--- src/rtl/prio_enc_drain.sv ---
// Sequential priority encoder: accepts an N-bit request vector and emits each set index, highest first.
// Optional PENC_EMPTY_BEAT_EN: an accepted all-zero vector produces a single out_empty beat.
module prio_enc_drain #(
   parameter int unsigned N = 8,
   parameter int unsigned W = $clog2(N)
) (
   input  logic         clk,
   input  logic         rst,
   input  logic [N-1:0] in_vec,
   input  logic         in_valid,
   output logic         in_ready,
   output logic [W-1:0] out_idx,
   output logic         out_valid,
   input  logic         out_ready,
`ifdef PENC_EMPTY_BEAT_EN
   output logic         out_empty,
`endif
   output logic         out_last
);

   typedef enum logic {
      S_IDLE  = 1'b0,
      S_DRAIN = 1'b1
   } state_t;

   state_t       r_state;
   state_t       w_state_nxt;
   logic [N-1:0] r_pend;
   logic [N-1:0] w_pend_nxt;
   logic [N-1:0] w_pend_clr;
   logic [W-1:0] r_out_idx;
   logic [W-1:0] w_idx_nxt;
   logic         r_out_valid;
   logic         w_valid_nxt;
   logic         r_out_last;
   logic         w_last_nxt;
`ifdef PENC_EMPTY_BEAT_EN
   logic         r_out_empty;
   logic         w_empty_nxt;
`endif

   // Full-width search; the last set bit seen in ascending order wins.
   function automatic logic [W-1:0] f_hi_idx(input logic [N-1:0] v);
      logic [W-1:0] idx;
      idx = '0;
      for (int i = 0; i < int'(N); i++) begin
         if (v[i]) idx = W'(i);
      end
      return idx;
   endfunction

   function automatic logic f_one_hot(input logic [N-1:0] v);
      return (v != '0) && ((v & (v - N'(1))) == '0);
   endfunction

   assign w_pend_clr = r_pend & ~(N'(1) << r_out_idx);
   assign in_ready   = (r_state == S_IDLE);

   always_ff @(posedge clk) begin
      if (rst) begin
         r_state     <= S_IDLE;
         r_pend      <= '0;
         r_out_idx   <= '0;
         r_out_valid <= 1'b0;
         r_out_last  <= 1'b0;
`ifdef PENC_EMPTY_BEAT_EN
         r_out_empty <= 1'b0;
`endif
      end else begin
         r_state     <= w_state_nxt;
         r_pend      <= w_pend_nxt;
         r_out_idx   <= w_idx_nxt;
         r_out_valid <= w_valid_nxt;
         r_out_last  <= w_last_nxt;
`ifdef PENC_EMPTY_BEAT_EN
         r_out_empty <= w_empty_nxt;
`endif
      end
   end

   always_comb begin
      w_state_nxt = r_state;
      w_pend_nxt  = r_pend;
      w_idx_nxt   = r_out_idx;
      w_valid_nxt = r_out_valid;
      w_last_nxt  = r_out_last;
`ifdef PENC_EMPTY_BEAT_EN
      w_empty_nxt = r_out_empty;
`endif
      case (r_state)
         S_IDLE: begin
            if (in_valid) begin
               if (in_vec != '0) begin
                  w_state_nxt = S_DRAIN;
                  w_pend_nxt  = in_vec;
                  w_idx_nxt   = f_hi_idx(in_vec);
                  w_valid_nxt = 1'b1;
                  w_last_nxt  = f_one_hot(in_vec);
               end
`ifdef PENC_EMPTY_BEAT_EN
               else begin
                  w_state_nxt = S_DRAIN;
                  w_pend_nxt  = '0;
                  w_idx_nxt   = '0;
                  w_valid_nxt = 1'b1;
                  w_last_nxt  = 1'b1;
                  w_empty_nxt = 1'b1;
               end
`endif
            end
         end
         S_DRAIN: begin
            // Stalled beats leave every register untouched.
            if (r_out_valid && out_ready) begin
               w_pend_nxt = w_pend_clr;
               if (r_out_last) begin
                  w_state_nxt = S_IDLE;
                  w_valid_nxt = 1'b0;
                  w_last_nxt  = 1'b0;
`ifdef PENC_EMPTY_BEAT_EN
                  w_empty_nxt = 1'b0;
`endif
               end else begin
                  w_idx_nxt  = f_hi_idx(w_pend_clr);
                  w_last_nxt = f_one_hot(w_pend_clr);
               end
            end
         end
         default: w_state_nxt = S_IDLE;
      endcase
   end

   assign out_idx   = r_out_idx;
   assign out_valid = r_out_valid;
   assign out_last  = r_out_last;
`ifdef PENC_EMPTY_BEAT_EN
   assign out_empty = r_out_empty;
`endif

endmodule
--- config.mk ---
export PLATFORM = sky130hd
export DESIGN_NAME = prio_enc_drain
export DESIGN_NICKNAME = d
export VERILOG_FILES = /design/src/rtl/prio_enc_drain.sv
export SDC_FILE = /design/constraint.sdc
export NUM_CORES = 1
export LEC_CHECK = 0
export ABC_CLOCK_PERIOD_IN_PS = 3900
export BUFFER_PORTS_ARGS = -buffer_cell sky130_fd_sc_hd__buf_2
export CAP_MARGIN = 30
export CELL_PAD_IN_SITES_DETAIL_PLACEMENT = 0
export CELL_PAD_IN_SITES_GLOBAL_PLACEMENT = 2
export CORE_MARGIN = 5
export CORE_UTILIZATION = 35
export CTS_BUF_LIST = sky130_fd_sc_hd__clkbuf_4
export CTS_CLUSTER_DIAMETER = 80
export DETAILED_ROUTE_END_ITERATION = 12
export PLACE_DENSITY_LB_ADDON = 0.1
export SETUP_SLACK_MARGIN = 0.5
export SLEW_MARGIN = 20
export SYNTH_ARGS = -nofsm -noshare
export SYNTH_HDL_FRONTEND = slang
export SYNTH_SLANG_ARGS = --single-unit
--- constraint.sdc ---
create_clock -name clk -period 3.9 [get_ports clk]
set_input_delay 0.78 -clock clk [delete_from_list [all_inputs] [get_ports clk]]
set_output_delay 0.78 -clock clk [all_outputs]
set_load 0.005 [all_outputs]
==> reports/qor.yml <==
outcome: "finished, final reports clean"
layout_setup_ws_ns: 1.59
ctsHoldBuffers: 0
grt_remaining_overflow: 0
min_period_ns: 2.31
routed_wl_um: 3620
cts_root_buf: "clkbuf_4"
via_per_inst: 5.82
die-area_sq_um: 4870
endpoint_kind: "flop"
cts.sinks: 14
cp_slowest_cell: "dfxtp_1"
crit_start: "out_idx[1]"
dp.cells: 225
worstPathCellList: "mux2_2, o32ai_1, o221ai_1, a32o_1, o31ai_1"
total_leakage_power_nw: 0.499
post_drt_wl_per_cell_um: 15.9
syn_to_final_growth_pct: 8.09
finalSetupTns_ns: 0
dp_slack_ns: 1.43
drive_gt1_frac: 0.165
drc: 0
drtIter0Drc: 143
clk_pin_slew_ns: 0.08
grt_pass1_vias: 1280
power.density_nw_per_um2: 305
clock_latency_ns: 0.28
synth_cell_types: 49
critPathMaxFanout: 26
dieHeight_um: 69.8
rsz0062_at_grt: "no"
relSlewSlack: 0.456
grt_max_degree: 27
hold_class: "flop to flop"
path_class: "flop to flop"
r2r_start: "out_idx[1]"
grt_pass1_wl_um: 6200
core_area_sq_um: 3390
synth_edf_count: 0
final_cell_mix: "nor2_1 (17), buf_2 (17), a21oi_1 (15), dfxtp_1 (14), nand2_1 (13)"
peakVddDrop_uv: 122
hold_path_startpoint: "r_pend[5]"
synth-seq-cells: 14
fin_nets: 196
finalHoldViolCount: 0
cap_viol_max_count: 0
crit_required_ns: 4.10
cp.arrival_ns: 2.51
portBuffers: 17
yosysSeqAreaShare: 0.224
start_kind: "flop"
fin_cells: 228
place_congestion: 0.832
max_clock_freq_mhz: 433
cts_resized: 0
route.antenna.remaining_nets: 0
cts_tree: "built"
synthFlopType: "dfxtp_1"
row_count: 21
n_antenna_cell: 0
ys_async_sr_fraction: 0
finClkSkew_ns: 0.00485
synthCells: 176
antenna_found_initial: 0
hpwl_um: 2640
cts_buffers: 3
worst_slew_pin_slew_ns: 0.815
start_util: 0.370
postSynthAreaPerCell_sq_um: 7.12
fin_crit_sh: 0.592
post_cts_buffers: 0
vias: 1326
ys_warn_count: 0
clk_path_buf_depth: 2
drv_slew: 0
firstDrtPassIters: 4
fin_total_pwr_mw: 0.412
grt_use_total: 0.153
die_w_um: 69.8
slowest_delay_ns: 0.86
finalSetupViolCount: 0
cts-htree-levels: 1
syn_area_sq_um: 1250
ios: 18
postSynthNetCount: 188
synth_stat cells (all sizes together), types with 3 or more instances:
master | count | area [sq um]
nor2 | 17 | 63.8
inv | 6 | 22.5
or3 | 3 | 18.8
nand2b | 5 | 31.3
buf | 8 | 40.0
a21oi | 15 | 75.1
dfxtp | 14 | 280
nor2b | 4 | 25.0
o21ai | 13 | 65.1
o31ai | 5 | 51.3
a211oi | 4 | 30.0
nor3 | 8 | 40.0
and2 | 4 | 27.5
clkbuf | 6 | 23.8
mux2 | 4 | 45.0
nand3 | 8 | 40.0
nand2 | 13 | 48.8
or2 | 3 | 18.8
critical path: cells and delay by family, from the launching register on:
| kind | cells | cell delay, ns |
|---|---|---|
| flops | 1 | 0.86 |
| mux | 1 | 0.41 |
| compound gates | 4 | 0.96 |
layer usage:
layer  track usage  vias to the layer above  wire length [um]
li1              -                      671                 -
met1         0.232                      607              1840
met2         0.225                       44              1560
met3        0.0145                        4               184
met4        0.0447                        0                32
met5             0                        -                 0
report_power, final:
group | switching [mW] | internal, mW
logic | 0.0718 | 0.0658
clock network | 0.0464 | 0.0358
registers | 0.0380 | 0.155
kinds of logic after synthesis:
logic type                 synth area share
adders and majority gates           0.00799
DFF                                   0.224
buffers and inverters                0.0689
and+or+nand+nor                       0.310
AOI/OAI and AO/OA                     0.331
muxes                                0.0519
xor gates and xnor gates            0.00699
path summary, 6_finish.rpt:
kind	slack [ns]	end	cells past startpoint
max	1.59	out_idx[0]	5
min	0.51	r_pend[5]	2
max reg2reg	1.59	out_idx[0]	5
min reg2reg	0.51	r_pend[5]	2
final cells by class:
| cell class | count | area, sq um |
|---|---|---|
| fillers | 373 | 2040 |
| multi-input cells | 142 | 886 |
| flip-flops and latches | 14 | 280 |
| repair buffers | 17 | 85.1 |
| well taps | 46 | 57.6 |
| clock buffers | 3 | 22.5 |
| inverters | 6 | 22.5 |
registers in the layout, summed over array words and instances (netlist names):
| name | flops |
|---|---|
| out_idx | 3 |
| out_last | 1 |
| out_valid | 1 |
| r_pend | 8 |
| r_state | 1 |
stage by stage:
| stage | utilization | hold WS, ns | cell area, sq um |
|---|---|---|---|
| after floorplan | - | 0.468 | 1250 |
| after global placement | 0.393 | 0.495 | 1330 |
| after detailed placement | 0.393 | 0.496 | 1330 |
| after CTS | 0.399 | 0.508 | 1350 |
| after global routing | 0.399 | 0.546 | 1350 |
| final | 0.399 | 0.514 | 1350 |
Note: power is estimated with default switching activity, not from simulation.
